## src/rtl/rom_pkg.sv

```systemverilog
// Shared types and constants for the one-hot ROM scan path.
// Pure declarations: no latency, no flow control.
package rom_pkg;

  localparam int ROM_DEPTH  = 8;
  localparam int ROM_DATA_W = 8;
  localparam int SUM_W      = ROM_DATA_W + 3;

  typedef enum logic [2:0] {
    IDLE,
    ISSUE,
    CAPTURE,
    GAP,
    DONE
  } scan_state_t;

  function automatic logic [ROM_DEPTH-1:0] idx_to_onehot(input logic [2:0] idx);
    logic [ROM_DEPTH-1:0] oh;
    oh      = '0;
    oh[idx] = 1'b1;
    return oh;
  endfunction

endpackage

```

## src/rtl/rom_pace_cnt.sv

```systemverilog
// Loadable down-counter timing the idle gap between ROM reads.
// Load/decrement take effect next edge; tc_o flags a count of 1; no backpressure.
module rom_pace_cnt #(
  parameter int CNT_W = 8
) (
  input  logic             clk,
  input  logic             rst_n,
  input  logic             load_i,
  input  logic             dec_i,
  input  logic [CNT_W-1:0] load_val_i,
  output logic             tc_o
);

  logic [CNT_W-1:0] cnt_q, cnt_d;

  always_comb begin
    cnt_d = cnt_q;
    if (load_i) begin
      cnt_d = load_val_i;
    end else if (dec_i && (cnt_q != '0)) begin
      cnt_d = cnt_q - CNT_W'(1);
    end
  end

  always_ff @(posedge clk or negedge rst_n) begin
    if (!rst_n) begin
      cnt_q <= '0;
    end else begin
      cnt_q <= cnt_d;
    end
  end

  assign tc_o = (cnt_q == CNT_W'(1));

endmodule

```

## src/rtl/rom_scan_seq.sv

```systemverilog
// Walks all ROM words on start: one-hot address + 1-cycle enable, capture one cycle later, running sum.
// Word k enable at cycle 1+k*(2+PACE), valid at 3+k*(2+PACE); no backpressure, stop aborts to IDLE.
module rom_scan_seq
  import rom_pkg::*;
#(
  parameter int DATA_W    = ROM_DATA_W,
  parameter int NUM_WORDS = ROM_DEPTH,
  parameter int PACE      = 0
) (
  input  logic                 clk,
  input  logic                 rst_n,
  input  logic                 start,
  input  logic                 stop,
  output logic [NUM_WORDS-1:0] addr_oneshot,
  output logic                 rom_en,
  input  logic [DATA_W-1:0]    rom_dout,
  output logic [DATA_W-1:0]    data_out,
  output logic                 data_valid,
  output logic [DATA_W+2:0]    sum_out,
  output logic                 busy,
  output logic                 done
);

  localparam logic [2:0] LAST_IDX = 3'(NUM_WORDS - 1);
  localparam logic [7:0] PACE_LD  = 8'(PACE);

  scan_state_t         state_q, state_d;
  logic [2:0]          idx_q, idx_d;
  logic [DATA_W+2:0]   sum_q, sum_d;
  logic [DATA_W-1:0]   data_q, data_d;
  logic                dv_q, dv_d;
  logic                pace_load, pace_dec, pace_tc;

  rom_pace_cnt #(
    .CNT_W (8)
  ) u_pace_cnt (
    .clk        (clk),
    .rst_n      (rst_n),
    .load_i     (pace_load),
    .dec_i      (pace_dec),
    .load_val_i (PACE_LD),
    .tc_o       (pace_tc)
  );

  always_comb begin
    state_d   = state_q;
    idx_d     = idx_q;
    sum_d     = sum_q;
    data_d    = data_q;
    dv_d      = 1'b0;
    rom_en    = 1'b0;
    pace_load = 1'b0;
    pace_dec  = 1'b0;
    case (state_q)
      IDLE: begin
        if (start && !stop) begin
          idx_d   = '0;
          sum_d   = '0;
          state_d = ISSUE;
        end
      end
      ISSUE: begin
        if (stop) begin
          state_d = IDLE;
        end else begin
          rom_en  = 1'b1;
          state_d = CAPTURE;
        end
      end
      CAPTURE: begin
        // An abort here drops the word the ROM is presenting this cycle.
        if (stop) begin
          state_d = IDLE;
        end else begin
          data_d = rom_dout;
          dv_d   = 1'b1;
          sum_d  = sum_q + {3'b000, rom_dout};
          if (idx_q == LAST_IDX) begin
            state_d = DONE;
          end else begin
            idx_d = idx_q + 3'd1;
            if (PACE > 0) begin
              pace_load = 1'b1;
              state_d   = GAP;
            end else begin
              state_d = ISSUE;
            end
          end
        end
      end
      GAP: begin
        if (stop) begin
          state_d = IDLE;
        end else if (pace_tc) begin
          state_d = ISSUE;
        end else begin
          pace_dec = 1'b1;
        end
      end
      DONE: begin
        state_d = IDLE;
      end
      default: begin
        state_d = IDLE;
      end
    endcase
  end

  always_ff @(posedge clk or negedge rst_n) begin
    if (!rst_n) begin
      state_q <= IDLE;
      idx_q   <= '0;
      sum_q   <= '0;
      data_q  <= '0;
      dv_q    <= 1'b0;
    end else begin
      state_q <= state_d;
      idx_q   <= idx_d;
      sum_q   <= sum_d;
      data_q  <= data_d;
      dv_q    <= dv_d;
    end
  end

  // Decoded from the registered index so the address can never be all-zero.
  assign addr_oneshot = idx_to_onehot(idx_q);
  assign data_out     = data_q;
  assign data_valid   = dv_q;
  assign sum_out      = sum_q;
  assign busy         = (state_q != IDLE);
  assign done         = (state_q == DONE) && !stop;

endmodule

```

## config.mk

```make
export PLATFORM = sky130hd
export DESIGN_NAME = rom_scan_seq
export DESIGN_NICKNAME = d
export VERILOG_FILES = /design/src/rtl/rom_pkg.sv /design/src/rtl/rom_pace_cnt.sv /design/src/rtl/rom_scan_seq.sv
export SDC_FILE = /design/constraint.sdc
export NUM_CORES = 1
export LEC_CHECK = 0
export ABC_AREA = 1
export CORE_MARGIN = 2
export CORE_UTILIZATION = 50
export DETAILED_ROUTE_END_ITERATION = 10
export PLACE_DENSITY = 0.79
export SYNTH_ARGS = -nofsm -noshare
export SYNTH_HDL_FRONTEND = slang
export SYNTH_SLANG_ARGS = --single-unit
```

## constraint.sdc

```tcl
create_clock -name clk -period 2.2 [get_ports clk]
set_input_delay 0.44 -clock clk [delete_from_list [all_inputs] [get_ports clk]]
set_output_delay 0.44 -clock clk [all_outputs]
set_load 0.01 [all_outputs]
```

==> impl_metrics.json <==
{
  "status": "finished, final reports clean",
  "drtAntennaViolNets": 0,
  "drt_iter0_markers": 80,
  "arrival_ps": 1590,
  "fmax_mhz": 492,
  "htreeDepth": 2,
  "finalHoldViolCount": 0,
  "numCtsBuffers": 5,
  "viasPerCell": 5.10,
  "slowest_delay_ps": 480,
  "crit_top_cell": "inv_1",
  "r2r_start": "sum_out[0]$_DFFE_PN0P_",
  "die_w_um": 66.6,
  "cts_buffer_depth": 2,
  "drv_cap": 0,
  "io_pins": 43,
  "drive_above_1_share_pct": 6.93,
  "place_ws_ps": -13.9,
  "start_util_pct": 52.7,
  "crit_chain": "nor2_2 > inv_1 > nor2_1 > inv_1 > clkdlybuf4s50_1",
  "hold_depth": 2,
  "ir_worst_vdd_uv": 722,
  "portBuffers": 42,
  "post_cts_buffers": 0,
  "worst-path-buf-inv": 3,
  "rows": 22,
  "grt_pass1_vias": 1685,
  "critPathMaxFanout": 4,
  "core-area_um2": 3720,
  "grt_pass1_wl_um": 7240,
  "layout_setup_ws_ps": 167,
  "clkSinkCount": 34,
  "period_needed_ps": 2030,
  "grt_util_all_layers_pct": 21.5,
  "post-route-drc-count": 0,
  "finClkSkew_ps": 6.81,
  "r2r-end": "sum_out[6]$_DFFE_PN0P_",
  "post_drt_wl_per_cell_um": 12.1,
  "yosys-top-cells-area": "dfrtp_1 43%, nand2_1 16%, ha_1 7.7%",
  "dp_hpwl_um": 3120,
  "yosys.area.top_type": "dfrtp_1",
  "synthesis.nets": 277,
  "grt_max_degree": 35,
  "cts_hold_buf": 0,
  "end_kind": "output pin",
  "synth_cell_type_count": 32,
  "hp-class": "reg -> reg",
  "total_leakage_power_nw": 1.35,
  "nets": 327,
  "synth-seq-cells": 34,
  "reg2reg_depth": 9,
  "firstDrtPassIters": 4,
  "clk_latency_ps": 280,
  "grt_setup_unrepaired": "false",
  "p_per_area_nw_per_um2": 1050,
  "relSlewSlack_pct": 50.5,
  "vias": 1791,
  "area_growth_pct": 29.7,
  "cts.clk_slew.worst_paths_ps": 70,
  "cp-start-kind": "register",
  "finalPower_mw": 2.66,
  "antenna_found_initial": 0,
  "hold_end": "data_out[7]$_DFFE_PN0P_",
  "routed_wl_um": 4240,
  "syn_area_um2": 1960,
  "synth.top_cell.area_share_pct": 43.5,
  "cpLargestDelayFamily": "buffers and inverters",
  "place.gp.congestion": 0.860,
  "die_h_um": 66.6,
  "finalCritPeriodShare_pct": 92.4,
  "min-delay-start": "data_out[7]$_DFFE_PN0P_",
  "ys_seq_area_share_pct": 43.5,
  "die-area_um2": 4430,
  "final-setup-viol-count": 0,
  "synthCells": 252,
  "crit_slowest_cell": "clkdlybuf4s50_1",
  "whs_ps": 475,
  "syn_avg_cell_area_um2": 7.77,
  "root_buffer": "clkbuf_8",
  "worstPathRequired_ps": 1760,
  "antennaDiodeCount": 0,
  "crit_type": "reg -> out",
  "overflow": 0,
  "r2r_slack_ps": 430,
  "finalMaxSlewViolations": 0,
  "ys_warn_count": 0,
  "n_fill_cell": 318,
  "worstMarginPinSlew_ps": 739,
  "cts_tree": "yes"
}
==> area by class of cell <==
type	count	area [µm²]	area share (%)
timing repair buffer	47	463	18.2
multi-input combinational	191	988	38.9
clock buffer	7	86.3	3.40
inverter	23	86.3	3.40
clock inverter	1	5.00	0.197
tap	48	60.1	2.36
sequential	34	851	33.5
==> per-layer routing <==
metal | global-route usage (%) | wire length, µm | vias up
met3 | 4.39 | 252 | 13
met2 | 33.5 | 1870 | 59
met5 | 0 | 0 | -
li1 | - | - | 907
met1 | 28.9 | 2000 | 812
met4 | 9.44 | 106 | 0
==> registers in the layout, indices dropped and copies added (netlist names) <==
name,cells
idx_q,3
state_q,3
u_pace_cnt.cnt_q,8
data_out,8
sum_out,11
data_valid,1
==> logic make-up (layout without fill, tap and decap cells) <==
| group | count (synthesis) | after routing | share of synthesized area (%) |
|---|---|---|---|
| buffers and inverters | 27 | 78 | 6.07 |
| flip-flops | 34 | 34 | 43.5 |
| XOR/XNOR | 6 | 6 | 2.68 |
| adder cells (fa/ha/maj) | 13 | 13 | 8.69 |
| AND/OR/NAND/NOR | 143 | 143 | 30.7 |
| AO/OA/AOI/OAI | 29 | 29 | 8.37 |
==> worst reg2reg max path, cell delays in order, from the launching register on <==
cell and delay (ps):
dfrtp_1 410, ha_1 220, fa_1 400, nand2_1 110
nand2_1 80, nand2_1 110, o21bai_1 100, nand2_1 80
nand2_1 60, o21ai_0 140
==> synthesized netlist by cell type, drive strengths merged <==
| master | number |
|---|---|
| a21o | 1 |
| ha | 12 |
| nand3 | 11 |
| buf | 4 |
| nor3b | 1 |
| xnor2 | 4 |
| fa | 1 |
| a22o | 1 |
| nand4 | 2 |
| nand2 | 87 |
| o21ai | 14 |
| or2 | 3 |
| xor2 | 2 |
| o21bai | 1 |
| nor4 | 1 |
| o211ai | 1 |
| dfrtp | 34 |
| a21oi | 11 |
| inv | 23 |
| nor3 | 8 |
| and2 | 1 |
| nor2 | 28 |
| and3 | 1 |
==> repair_timing <==
action                     in CTS  in global routing
setup endpoints to repair       0                  2
resized for setup               0                  2
hold endpoints to repair        0                  0
==> worst max-delay path by stage <==
stage,cells past startpoint,slack (ps),start,end
after global placement,11,6,rom_dout[0],sum_out[10]$_DFFE_PN0P_
after floorplan,10,550,rom_dout[0],sum_out[10]$_DFFE_PN0P_
after detailed placement,11,-10,rom_dout[0],sum_out[10]$_DFFE_PN0P_
final,5,170,state_q[0]$_DFFE_PN0P_,busy
after CTS,5,60,stop,rom_en
after global routing,5,40,state_q[0]$_DFFE_PN0P_,busy
==> layout by cell type, fill, tap and decap left out, types with 2 or more instances in the layout <==
| master | netlist | final |
|---|---|---|
| a21oi_1 | 10 | 10 |
| xor2_1 | 2 | 2 |
| nand3_1 | 11 | 11 |
| dfrtp_1 | 34 | 34 |
| inv_1 | 22 | 22 |
| ha_1 | 12 | 12 |
| dlymetal6s2s_1 | 0 | 2 |
| buf_4 | 0 | 5 |
| nor3_1 | 8 | 8 |
| or2_2 | 2 | 2 |
| nand2_1 | 86 | 86 |
| o21ai_0 | 11 | 11 |
| clkbuf_8 | 0 | 6 |
| clkdlybuf4s50_1 | 0 | 40 |
| nand4_1 | 2 | 2 |
| nor2_1 | 26 | 26 |
| xnor2_1 | 4 | 4 |
| o21ai_1 | 2 | 2 |
==> per-stage QoR <==
step	setup TNS, ps	util, %	std cells	instance area (µm²)
after floorplan	0	-	252	1960
after global placement	0	65.8	343	2440
after detailed placement	-21.3	65.8	343	2440
after CTS	0	68.2	351	2530
after global routing	0	68.4	351	2540
final	0	68.4	351	2540
==> report_power, final <==
group          total, mW  internal (mW)  switching [mW]
combinational       1.23          0.600           0.632
clock              0.471          0.252           0.218
sequential         0.956          0.805           0.151
Power figures use the tool's default switching activity.
==> variant 1, RTL diff (same flow settings) <==
Set the package constant `ROM_DEPTH` to 4 (it was 8).
--- a/src/rtl/rom_pkg.sv
+++ b/src/rtl/rom_pkg.sv
@@ -4,3 +4,3 @@
 
-  localparam int ROM_DEPTH  = 8;
+  localparam int ROM_DEPTH  = 4;
   localparam int ROM_DATA_W = 8;
Ports: changed (resized addr_oneshot); port bits go from 43 to 39. The function was not compared with the original's and may differ.
==> variant 1 against the unedited design <==
  * Synthesized area is 4.3% higher
  * Register-to-register slack hardly changed
  * Synthesized cell count unchanged
  * Worst setup slack worse by 0.022 ns
  * Final area up 3.8%
  * Sequential cell count unchanged
  * Wire length about the same
  * Power down 3.1%
  * First-iteration DRC count shrank 11%
  * Sequential power is 6.2% lower
  * Critical endpoint is now addr_oneshot[0]
  * Largest cell class unchanged
==> variant 1: results (changes against the unedited design) <==
The number of buffers created by CTS is 5 (unchanged). The path with the worst hold slack has its endpoint at data_out[3]. In the post-synthesis netlist, the biggest area contributors are sky130_fd_sc_hd__dfrtp_1 42%, sky130_fd_sc_hd__nand2_1 15%, sky130_fd_sc_hd__ha_1 9.8%. The measured slew at the worst slew-check pin is 0.432 ns (-0.306 ns), and the last weighted congestion value of the routability-driven placer is 0.830 (-3.4%).

The quantity of gates resized following cts was 3 (+3); the number of DRC markers after the initial detailed-route iteration was 71 (-11%). The fraction of layout cells with a size suffix above 1 is 11.3% (+4.4 points). By count the netlist is led by 81 x sky130_fd_sc_hd__nand2_1, 34 x sky130_fd_sc_hd__dfrtp_1, 28 x sky130_fd_sc_hd__nor2_1.

The post-synth net total is 281 (+1.4%), and the worst endpoint data arrival time is 1.62 ns (+0.03 ns). Net total in the final layout: 330 (+0.92%). The run finished with clean final reports. The tools report the number of distinct standard cells referenced by the synthesized netlist as 35 (+9.4%). The tools report the proportion of synthesized chip area in sequential cells as 41.7% (-1.8 points). The number of post-CTS setup repair buffers was 0 (unchanged); the count of buffers inserted at the top-level ports was 38 (-9.5%).

The logs give 0.00615 ns (-0.000660 ns) for the clock tree skew after final layout and 1,639 (-2.7%) for the via count of the first global-routing pass. The setup slack of the most critical reg-to-reg path is 0.43 ns (about the same). The capture instance of the worst register-to-register path is sum_out[8]. The static leakage is 1.33 nW (-1.6%). The clock transition at the registers of the reported paths was 0.07 ns (about the same). The tools report the launching element of the worst setup path as idx_q[0]. The all-layer global routing usage was 21.0% (-0.52 points); the number of buffers on the longest clock path was 2 (unchanged).

The number of search-and-repair iterations in the first detailed-routing pass is 4 (unchanged), and the worst-case vdd ir drop is 0.578 mV (-20%). The post-DP HPWL is 3210 um (+2.9%). In this run the most critical hold path is launched from data_out[3].

For the post-route worst hold slack, the log shows 0.482 ns (+0.00704 ns). The flip-flop count of the largest register after layout works out to 11 (unchanged). The worst-case reg-to-reg path depth was 10 (+1); the routed length per placed instance was 12.1 um (about the same). For the largest net degree at the start of global routing, the log shows 35 (unchanged). The total vias in the final route is 1,770 (-1.2%). The post-synthesis async set-or-reset flop share works out to 100% (unchanged). The worst-case setup slack after placement is -0.0959 ns (-0.0820 ns), and the number of antenna violations at the first check in global routing is 0 (unchanged). The run gives 0.28 ns (about the same) as the later-pin clock latency in the skew report.
## variant 1: layer usage
layer	vias to the layer above	GRT usage, %	wire length, um
li1	896	-	-
met1	830	27.4	2000
met2	37	33.9	1990
met3	7	5.26	178
met4	0	7.50	71
met5	-	0	0
## variant 1: through the flow
| stage | instances | util (%) | instance area [um^2] |
|---|---|---|---|
| floorplan | 252 | - | 2040 |
| finish | 351 | 66.4 | 2640 |
| global route | 351 | 66.4 | 2640 |
| CTS | 351 | 66.3 | 2630 |
| detailed placement | 344 | 63.4 | 2520 |
| global placement | 344 | 63.4 | 2520 |
## variant 1: worst max path at each step
stage | slack [ns] | endpoint | depth (start not counted)
after floorplan | 0.46 | sum_out[8] | 10
after global placement | -0.07 | sum_out[8] | 11
after detailed placement | -0.1 | sum_out[8] | 11
after CTS | 0.13 | addr_oneshot[0] | 5
after global routing | 0.03 | addr_oneshot[0] | 5
final | 0.14 | addr_oneshot[0] | 5
## variant 1: kinds of logic (layout without fill, tap and decap cells)
family,count (synthesis),after routing,synth area share [%]
compound gates,26,26,8.52
xor+xnor,9,9,3.86
fa+ha+maj,17,17,10.8
buf+inv,29,78,5.76
flops,34,34,41.7
simple gates,137,137,29.4
## variant 1: where the power goes
group          switching, mW  internal [mW]  leakage, nW
Combinational          0.547          0.551        0.818
Sequential             0.122          0.775        0.451
Clock                  0.221          0.362       0.0573
Total                  0.889           1.69         1.33
## variant 1: final cells by class
type | count | area, um^2
Clock buffer | 6 | 82.6
Clock inverter | 1 | 30.0
Fill cell | 365 | 1340
Inverter | 26 | 97.6
Multi-Input combinational cell | 189 | 1080
Sequential cell | 34 | 851
Tap cell | 50 | 62.6
Timing Repair Buffer | 45 | 430
## variant 1: critical path, stage by stage, from the launching register on
cell	delay (ns)
sky130_fd_sc_hd__dfrtp_1	0.40
sky130_fd_sc_hd__inv_1	0.13
sky130_fd_sc_hd__ha_1	0.17
sky130_fd_sc_hd__inv_1	0.04
sky130_fd_sc_hd__nor2_1	0.07
sky130_fd_sc_hd__clkdlybuf4s50_1	0.53
==> variant 2, RTL diff (config.mk and constraints unchanged) <==
Without the edit above. `sum_q` and `data_q` no longer have a reset.
--- a/src/rtl/rom_scan_seq.sv
+++ b/src/rtl/rom_scan_seq.sv
@@ -112,4 +112,2 @@
       idx_q   <= '0;
-      sum_q   <= '0;
-      data_q  <= '0;
       dv_q    <= 1'b0;
@@ -118,6 +116,9 @@
       idx_q   <= idx_d;
-      sum_q   <= sum_d;
-      data_q  <= data_d;
       dv_q    <= dv_d;
     end
+  end
+
+  always_ff @(posedge clk) begin
+    sum_q  <= sum_d;
+    data_q <= data_d;
   end
Check against the original RTL: differs if rst_n is asserted again (counterexample within 4 cycles, from zero or initial values and one cycle with rst_n low); with rst_n held inactive, the same outputs for 10 cycles.
==> variant 2 against the unedited design <==
  * Final cell count rose by 5.7%
  * Worst setup slack got worse by 0.035 ns
  * Clock power up 3%
  * Final area up 8.4%
  * Sequential cell count unchanged
  * Wire length up 5.4%
  * Synthesized area grew 5.9%
  * Die area grew 5.6%
  * Power is 27% higher
  * Critical path type is now input port to register
  * Critical endpoint is now sum_out[8]
  * Largest cell class unchanged
  * Largest power group unchanged
==> variant 2: results (changes against the unedited design) <==
The last weighted congestion value of the routability-driven placer is 0.875 (+1.8%), and the count of placed standard cells in the final layout, fillers left out is 371 (+5.7%). The standard cell with the maximum stage delay on the critical path was sky130_fd_sc_hd__clkdlybuf4s50_1. For the worst-case vdd ir drop, the log shows 0.601 mV (-17%). The number of buffers created by CTS was 5 (unchanged); the routed length per placed instance was 12.0 um (-0.30%).

For the number of inserted filler cells in the final layout, the log shows 356 (+12%). The worst endpoint data arrival time was 2.12 ns (+0.53 ns). In the synthesized netlist the dominant register cell turns out to be sky130_fd_sc_hd__edfxtp_1.

The post-synthesis async set-or-reset flop share is 44.1% (-56 points), and the clock tree skew after final layout is 0.00344 ns (-0.00337 ns). The commonest cells after synthesis are 71 x sky130_fd_sc_hd__nand2_1, 40 x sky130_fd_sc_hd__inv_1, 29 x sky130_fd_sc_hd__nor2_1. For the number of antenna violations at the first check in global routing, the log shows 0 (unchanged). For the number of H-tree branching levels, the log shows 2 (unchanged). The quantity of gates resized following cts is 2 (+2), and the largest stage delay on the critical path is 0.49 ns. Total vias in the final route: 1,845 (+3.0%).

Number of instances in the synthesized netlist: 256 (+1.6%). The number of search-and-repair iterations in the first detailed-routing pass was 4 (unchanged). The run gives 1.33 nW (-1.2%) as the static leakage. Largest net degree at the start of global routing: 16 (-54%). By area the synthesized netlist is led by sky130_fd_sc_hd__edfxtp_1 28%, sky130_fd_sc_hd__dfrtp_1 18%, sky130_fd_sc_hd__nand2_1 13%. The number of DRC markers after the initial detailed-route iteration came out at 113 (+41%). The highest fanout seen on the critical path came out at 3 (-1).

The post-synth net total was 282 (+1.8%); the global-route wire length before repair was 7510 um (+3.8%). The tools report the net total in the final layout as 346 (+5.8%). For the placed standard-cell area, the log shows 0.00267 mm^2 (+9.1%). For the post-placement cell count, the log shows 363 (+5.8%).

For the number of post-CTS setup repair buffers, the log shows 0 (unchanged). The all-layer global routing usage is 21.9% (+0.36 points), and the number of enable flip-flop cells after synthesis is 19 (+19). The tools report the worst max-slew margin expressed relative to the limit as 54.2% (+3.7 points). The run gives 0 (unchanged) as the remaining global-route overflow.

The post-DP HPWL is 3460 um (+11%). The fraction of layout cells with a size suffix above 1 is 11.5% (+4.6 points). The number of distinct standard cells referenced by the synthesized netlist is 27 (-16%).

The proportion of synthesized chip area in sequential cells was 45.6% (+2.1 points); the clock transition at the registers of the reported paths was 0.07 ns (about the same). The fraction of power spent switching nets came out at 41.2% (+3.5 points). The flow ran to the end, and the final reports show no timing, DRC or antenna violations.
## variant 2: cell count changes after synthesis, sizes merged, moves of 4 or more
| cell | change |
|---|---|
| nor2 | +4 |
| edfxtp | +19 |
| nor3 | +4 |
| nand3 | +4 |
| xnor2 | -4 |
| dfrtp | -19 |
| nand2 | -14 |
| inv | +20 |
## variant 2: per-layer routing
metal | vias to the layer above | track usage (%) | wire [um]
li1 | 956 | - | -
met1 | 835 | 27.7 | 2070
met2 | 44 | 35.9 | 2120
met3 | 10 | 4.11 | 174
met4 | 0 | 10.3 | 99
met5 | - | 0 | 0
## variant 2: path summary, 6_finish.rpt
| kind | from | cells after the start | slack, ns | end |
|---|---|---|---|---|
| hold / removal | u_pace_cnt.cnt_q[0] | 2 | 0.53 | u_pace_cnt.cnt_q[0] |
| max in group asynchronous | rst_n | 1 | 1.20 | state_q[1] |
| setup reg to reg | sum_out[0] | 9 | 0.39 | sum_out[8] |
| min in group asynchronous | rst_n | 1 | 0.56 | u_pace_cnt.cnt_q[3] |
| hold reg to reg | u_pace_cnt.cnt_q[0] | 2 | 0.53 | u_pace_cnt.cnt_q[0] |
| setup / recovery | rom_dout[0] | 10 | 0.13 | sum_out[8] |
## variant 2: layout make-up
type / count / area [um^2] / area share, %
multi-input cells: 178 / 953 / 34.6
flip-flops and latches: 34 / 946 / 34.3
repair buffers: 58 / 538 / 19.5
inverters: 43 / 164 / 5.95
clock buffers: 8 / 90.1 / 3.27
well taps: 50 / 62.6 / 2.27
## variant 2: worst max-delay path, delay by kind of cell
kind / cells / cell delay (ns)
buffers and inverters: 3 / 0.63
adders and majority gates: 2 / 0.57
and+or+nand+nor: 4 / 0.32
AOI/OAI and AO/OA: 1 / 0.15
## variant 2: power groups by stage
stage	clock network (mW)	registers [mW]	logic [mW]
floorplan	0	1.14	1.00
global placement	0	1.11	1.71
detailed placement	0	1.12	1.77
CTS	0.492	1.10	1.78
global route	0.525	1.13	2.01
finish	0.484	1.10	1.78
## variant 2: cell families after synthesis
| kind of cell | count (synthesis) | synth area share, % |
|---|---|---|
| DFF | 34 | 45.6 |
| AOI/OAI and AO/OA | 25 | 7.42 |
| xor gates and xnor gates | 4 | 1.69 |
| and+or+nand+nor | 135 | 28.0 |
| adders and majority gates | 14 | 8.81 |
| buffers and inverters | 44 | 8.44 |
## variant 2: metrics by stage
stage          setup slack, ns  hold WS [ns]  utilization, %  TNS [ns]  power, mW
4_1_cts                  0.127         0.533            68.8         0       3.37
3_3_place_gp            -0.152         0.488            66.7    -0.513       2.82
5_1_grt                 0.0211         0.573            68.8         0       3.66
2_1_floorplan            0.373         0.144               -         0       2.14
3_5_place_dp            -0.182         0.516            66.7    -0.631       2.89
6_report                 0.132         0.533            68.8         0       3.37
